File: src/rtl/shift_sequencer.sv
// shift_sequencer: multi-cycle controller for the LC-3b SHF datapath
// (LSHF, RSHFL, RSHFA). It accepts one request over valid/ready, shifts a
// 16-bit accumulator by at most STEP bits per cycle and holds the result
// until the consumer takes it.
//
// Handshake: a transfer happens on a rising edge where valid and ready are
// both high. in_ready is high only in IDLE, and never while reset is high.
// out_valid is high only in DONE. Once out_valid is high, out_data stays
// stable until the consumer takes the result.
//
// Optional build macro SHF_SEQ_ZERO_BYPASS_EN: when defined, a request with
// a zero amount goes directly from IDLE to DONE and skips the SHIFT cycle.
// The current state is visible on dbg_state (0=IDLE, 1=SHIFT, 2=DONE).
module shift_sequencer #(
  parameter int STEP = 4
) (
  input  logic        clk,
  input  logic        reset,
  input  logic        in_valid,
  output logic        in_ready,
  input  logic [15:0] in_data,
  input  logic [3:0]  in_amt,
  input  logic [1:0]  in_op,
  output logic        out_valid,
  input  logic        out_ready,
  output logic [15:0] out_data,
  output logic        busy,
  output logic [1:0]  dbg_state
);

  typedef enum logic [1:0] {
    S_IDLE  = 2'd0,
    S_SHIFT = 2'd1,
    S_DONE  = 2'd2
  } state_t;

  localparam logic [3:0] STEP_W = 4'(STEP);

  localparam logic [1:0] OP_LSHF  = 2'b00;
  localparam logic [1:0] OP_RSHFL = 2'b01;
  localparam logic [1:0] OP_RSHFA = 2'b11;

  state_t      r_state;
  logic [15:0] r_acc;
  logic [3:0]  r_rem;
  logic [1:0]  r_op;
  logic [15:0] r_out_data;

  logic [3:0]  w_step;
  logic [3:0]  w_rem_next;
  logic [15:0] w_acc_next;
  logic        w_bypass;

  // This cycle's shift distance is the smaller of the remaining amount and STEP.
  // Because step never exceeds rem, the remaining amount cannot underflow.
  assign w_step     = (r_rem < STEP_W) ? r_rem : STEP_W;
  assign w_rem_next = r_rem - w_step;

`ifdef SHF_SEQ_ZERO_BYPASS_EN
  assign w_bypass = (in_amt == 4'd0);
`else
  assign w_bypass = 1'b0;
`endif

  // Next accumulator value for one SHIFT cycle. A reserved op leaves it unchanged.
  always_comb begin
    w_acc_next = r_acc;
    case (r_op)
      OP_LSHF:  w_acc_next = r_acc << w_step;
      OP_RSHFL: w_acc_next = r_acc >> w_step;
      OP_RSHFA: w_acc_next = $signed(r_acc) >>> w_step;
      default:  w_acc_next = r_acc;
    endcase
  end

  // Control FSM, datapath registers and the held result register.
  always_ff @(posedge clk) begin
    if (reset) begin
      r_state    <= S_IDLE;
      r_acc      <= 16'h0000;
      r_rem      <= 4'd0;
      r_op       <= 2'b00;
      r_out_data <= 16'h0000;
    end else begin
      case (r_state)
        S_IDLE: begin
          if (in_valid) begin
            r_acc <= in_data;
            r_rem <= in_amt;
            r_op  <= in_op;
            if (w_bypass) begin
              r_out_data <= in_data;
              r_state    <= S_DONE;
            end else begin
              r_state <= S_SHIFT;
            end
          end
        end
        S_SHIFT: begin
          r_acc <= w_acc_next;
          r_rem <= w_rem_next;
          if (w_rem_next == 4'd0) begin
            r_out_data <= w_acc_next;
            r_state    <= S_DONE;
          end
        end
        S_DONE: begin
          if (out_ready) begin
            r_state <= S_IDLE;
          end
        end
        default: r_state <= S_IDLE;
      endcase
    end
  end

  assign in_ready  = (r_state == S_IDLE) && !reset;
  assign out_valid = (r_state == S_DONE);
  assign busy      = (r_state == S_SHIFT) || (r_state == S_DONE);
  assign out_data  = r_out_data;
  assign dbg_state = r_state;

endmodule

File: config.mk
export PLATFORM = sky130hd
export DESIGN_NAME = shift_sequencer
export DESIGN_NICKNAME = d
export VERILOG_FILES = /design/src/rtl/shift_sequencer.sv
export SDC_FILE = /design/constraint.sdc
export NUM_CORES = 1
export LEC_CHECK = 0
export ABC_AREA = 0
export CAP_MARGIN = 30
export CORE_ASPECT_RATIO = 1.4
export CORE_MARGIN = 2
export CORE_UTILIZATION = 50
export DETAILED_ROUTE_END_ITERATION = 12
export PLACE_DENSITY = 0.8
export SLEW_MARGIN = 20
export SYNTH_ARGS = -nofsm -noshare
export SYNTH_HDL_FRONTEND = slang
export SYNTH_SLANG_ARGS = --single-unit
File: constraint.sdc
create_clock -name clk -period 2.4 [get_ports clk]
set_input_delay 0.36 -clock clk [delete_from_list [all_inputs] [get_ports clk]]
set_output_delay 0.36 -clock clk [all_outputs]
set_load 0.01 [all_outputs]
# == Word level (Yosys, flattened, before mapping) ==
# Index checks and enable logic that the tools add are counted.
# op_classes
n_eq_ne,7
addsub,1
shift,3
mux,10
n_reduce_logical,11
n_lt_le_gt_ge,1
# op_table
cell,count
16-bit one-hot mux with 3 select lines,1
16-bit one-hot mux with 2 select lines,1
16-bit 2-to-1 mux,1
16-bit by 4-bit left shift with 16-bit output,1
16-bit by 4-bit >> shifter with 16-bit output,1
16-bit by 4-bit >>> shifter with 16-bit output,1
4-bit 2-to-1 mux,2
4-bit one-hot mux with 2 select lines,1
2-bit 2-to-1 mux,3
2-bit one-hot mux with 3 select lines,1
2-bit AND reduction,3
"2-bit by 1-bit equality test with 1-bit output, second input constant",2
"2-bit equality test, second input constant",2
2-bit logical NOT,2
4-bit logical NOT,1
"4-bit by 3-bit < comparator with 1-bit output, second input constant",1
"2-bit inequality test, second input constant",2
4-bit subtractor,1
3-bit AND reduction,1
"2-bit by 1-bit inequality test with 1-bit output, second input constant",1
2-bit nonzero test,1
1-bit logical AND,1
1-bit logical NOT,1
1-bit logical OR,1
# word_totals
word_cells,38
regBits,40
in_bits,26
out_inout_bits,21

# == Logic depth before layout (Yosys ltp) ==
# Gate-level depths: netlist of the first run.
# depth
ltp_word,6
depth_mapped,11
ltp_nobuf,8

# == Worst setup path before layout of the first run ==
# No wires, ideal clock.
# synth_timing
path_kind,reg-to-reg
from,reg r_rem[1]
to,reg r_out_data[13] (netlist: out_data[13])
path_stages_with_launch,12
arrival_time_ps,2481
path_buffers,4
setup_slack_ps,-219
setup_ps,138
t_required_ps,2262
cell_sequence,dfxtp_1 > buf_4 > buf_2 > buf_2 > nand2_1 > ha_1 > nor4b_2 > o21bai_1 > a211oi_4 > buf_4 > nand3b_1 > o41ai_2
# synth_between
elab_chain_len,5
word_cells_on_any_way,9
cone_classes,1 x add/sub; 1 x order compare; 3 x shift; 2 x mux; 2 x reduce/logical
# synth_rtl
item,line,source
"start, declared",45,logic [3:0] r_rem;
"start signal, assigned",89,r_rem <= in_amt;
"start signal, assigned",101,r_rem <= w_rem_next;
4-bit by 3-bit < comparator with 1-bit output,56,assign w_step = (r_rem < STEP_W) ? r_rem : STEP_W;
4-bit 2-to-1 mux,56,
4-bit subtractor,57,assign w_rem_next = r_rem - w_step;
4-bit logical NOT,102,if (w_rem_next == 4'd0) begin
2-bit AND reduction (no source line),--,
"end signal, assigned",92,r_out_data <= in_data;
"end signal, assigned",103,r_out_data <= w_acc_next;
"end, declared",47,logic [15:0] r_out_data;
# Parallel ways exist; a longest one is shown, timed or not.
# A chain may end at the register's enable or synchronous reset.

# == Worst setup path after layout of the first run ==
# layout_timing
from,reg r_rem[1]
to,reg r_acc[13]
# layout_between
elab_chain_len,5
word_cells_on_any_way,7
cone_classes,1 x order compare; 3 x shift; 3 x mux
# layout_rtl
item,line,source
4-bit by 3-bit < comparator with 1-bit output,56,
4-bit 2-to-1 mux (*),56,
"16-bit by 4-bit >>> shifter with 16-bit output, or another cell as far along",71,OP_RSHFA: w_acc_next = $signed(r_acc) >>> w_step;
16-bit one-hot mux with 3 select lines (*),68,case (r_op)
16-bit one-hot mux with 2 select lines (*),85,case (r_state)
"end signal, assigned",88,r_acc <= in_data;
"end signal, assigned",100,r_acc <= w_acc_next;
"end, declared",44,logic [15:0] r_acc;
# Mark *: on every way between the ends. The rest lies on a longest branch, timed or not.

==> results of run 1 <==
## state kept, by name, indices dropped and copies added (netlist names)
register / count
r_op: 2
r_acc: 16
out_data: 16
dbg_state: 2
r_rem: 4
## per-layer routing
| metal | GRT usage [%] | routed length [um] | vias up |
|---|---|---|---|
| li1 | - | - | 1689 |
| met1 | 40.7 | 4460 | 1748 |
| met2 | 49.4 | 5430 | 217 |
| met3 | 3.61 | 861 | 41 |
| met4 | 15.0 | 375 | 0 |
| met5 | 0 | 0 | - |
## where the power goes
part / internal [W] / switching, W / leakage, nW
clock: 0.000313 / 0.000260 / 0.0548
sequential: 0.000870 / 0.000406 / 0.327
combinational: 0.00139 / 0.00181 / 1.06
total: 0.00257 / 0.00247 / 1.45
## through the flow
step | total power, W | hold WS [ps] | setup WS, ps | std cells | instance area, sq um
after floorplan | 0.00331 | 478 | 610 | 425 | 3330
after global placement | 0.00429 | 478 | 218 | 533 | 3910
after detailed placement | 0.00435 | 480 | 176 | 533 | 3910
after CTS | 0.00493 | 500 | 140 | 541 | 4030
after global routing | 0.00532 | 524 | 46.0 | 543 | 4040
final | 0.00504 | 507 | 120 | 543 | 4040
## worst register-to-register path, delay by kind of cell, from the launching register on
kind / cells / cell delay, ps
buffers and inverters: 4 / 890
AND/OR/NAND/NOR: 2 / 500
flip-flops: 1 / 460
AO/OA/AOI/OAI: 2 / 320
## cells by family after synthesis
| logic type | count (synthesis) | synth area share [%] |
|---|---|---|
| other cells | 1 | 0.113 |
| compound gates | 160 | 35.3 |
| simple gates | 140 | 22.7 |
| buf+inv | 58 | 8.62 |
| mux | 22 | 7.60 |
| flops | 40 | 24.2 |
| fa+ha+maj | 4 | 1.51 |
## final timing paths
check / cells after the start / startpoint / slack, ps / to
worst max-delay path: 8 / r_rem[1]$_SDFFE_PP0P_ / 120 / r_acc[13]$_SDFFE_PP0P_
worst min-delay path: 2 / out_data[10]$_SDFFE_PP0P_ / 510 / out_data[10]$_SDFFE_PP0P_
worst min register to register: 2 / out_data[10]$_SDFFE_PP0P_ / 510 / out_data[10]$_SDFFE_PP0P_
worst max register to register: 8 / r_rem[1]$_SDFFE_PP0P_ / 120 / r_acc[13]$_SDFFE_PP0P_
## final cells by class
type                            instances  share of cell area (%)
Sequential cell                        40                    19.8
Clock inverter                          3                    1.15
Clock buffer                            5                    1.70
Tap cell                               74                    2.29
Inverter                               14                    1.30
Multi-Input combinational cell        327                    55.1
Timing Repair Buffer                   80                    18.6
## cell usage in the layout, fill, tap and decap left out, types with 5 or more instances in the layout
master and count:
a21oi_1 42, nand2b_1 9, buf_4 31, nand3_1 13, nor2b_1 6, inv_1 13
a211oi_1 7, clkdlybuf4s50_1 46, mux2i_1 15, mux2_2 5, a31oi_1 5, clkbuf_8 5
and3_1 7, dfxtp_1 40, nand2_1 33, o22ai_1 9, o21ai_0 28, o41ai_2 6
a221oi_1 7, nor2_1 37, nor3_1 5
==> reports/metrics.yaml, run 1 <==
routing:
  detail_route.wirelength_mm: 11.1
  routed_via_density: 6.80
  drt_pass1_iterations: 5
  drcViolationCount: 0
  wl_per_cell_um: 20.5
  ant_nets: 0
  dr_total_vias: 3695
  drt_iter0_markers: 355
floorplan:
  fp-row-count: 35
  die_area_sq_mm: 0.00729
  fp.dieH_um: 100
  die_w_um: 72.7
  core_sq_mm: 0.00648
  initial_core_util_pct: 51.0
  ioPinCount: 47
finish:
  regArea_sq_um: 801
  finish.utilization_pct: 62.4
  fill_cells: 581
  multiInputGateArea_sq_mm: 0.00223
  diodes: 0
  drive_above_1_share_pct: 17.1
  area_growth_pct: 22.2
  layout.nets: 498
power_and_ir_drop:
  p_per_area_mw_per_mm2: 1250
  leakagePower_nw: 1.45
  ir_drop_uv: 858
clock_tree:
  cts_root_buffer: "clkbuf_8"
  cts_buffers: 5
  cts_hold_buffers: 0
  htree_levels: 2
  clockBufferDepth: 2
  cts_setup_buffers: 0
  cts_sinks: 40
  cts.repair.resized: 0
  path_clk_slew_ps: 90
  cts_tree: "built"
  clock_latency_ps: 300
critical_path:
  critPathKind: "reg -> reg"
  cp.required_ps: 2580
  cp_slowest_cell: "dfxtp_1"
  worstPathArrival_ps: 2460
  crit_path_cell_trace: "buf_4 > buf_4 > inv_2 > a32oi_1 > nor2_1 > nor4_1 > buf_4 > o32ai_1"
  path_buf_inv: 4
  crit_family: "buffers and inverters"
  crit_path_max_incr_delay_ps: 460
  cp-start-kind: "register"
  cp-end-kind: "register"
  cpMostUsedCell: "buf_4"
  crit_path_max_fanout: 18
synthesis:
  yosys_most_used_dff: "dfxtp_1"
  yosys.cell_count.top_type: "a21oi_1"
  synth_top_area_cell: "dfxtp_1"
  yosys_register_bits: 40
  synth_edf_count: 0
  synth_cell_types: 78
  ys_seq_area_share_pct: 24.2
  synth_top_cells_by_area: "dfxtp_1 24%, a21oi_1 6.4%, mux2i_1 4.5%"
  synthesis.area_sq_mm: 0.00331
  syn-num-nets: 455
  synth_top_cell_area_share_pct: 24.2
  netlist_instances: 425
  synth_common_cells: "42 x a21oi_1, 40 x dfxtp_1, 37 x nor2_1, 33 x nand2_1, 28 x o21ai_0"
  syn_area_per_cell_sq_um: 7.78
  yosysWarnings: 0
  async_flop_share_pct: 0
sta:
  hold_viol_final: 0
  setup_tns_ps: 0
  max-slew-margin-rel_pct: 53.5
  finalCritPeriodShare_pct: 95.0
  fin_crit_ps: 2280
  worst_pin_slew_ps: 697
  rsz0062_at_grt: "no"
  final-setup-viol-count: 0
  slew_viol_final: 0
  fin_skew_ps: 9.10
  fmax_mhz: 439
grt:
  grt_max_degree: 30
  grt_pass1_wl_mm: 17.7
  grt_usage_pct: 30.8
  grt-ovfl-total: 0
  grt_pass1_vias: 3442
  antenna_found_initial: 0
place:
  dp_hpwl_mm: 8.02
  gp_congestion: 0.998
  portBuffers: 46
min_path:
  min_path_type: "reg -> reg"
run:
  max_cap_violations: 0
status:
  status: "completed"
(Power assumes the default switching activity.)
==> run 2, diff against run 1 <==
- CTS_CLUSTER_DIAMETER: not set -> 30
==> results of run 2 <==
No change in the layout: final DEF, timing and power equal those of run 1.
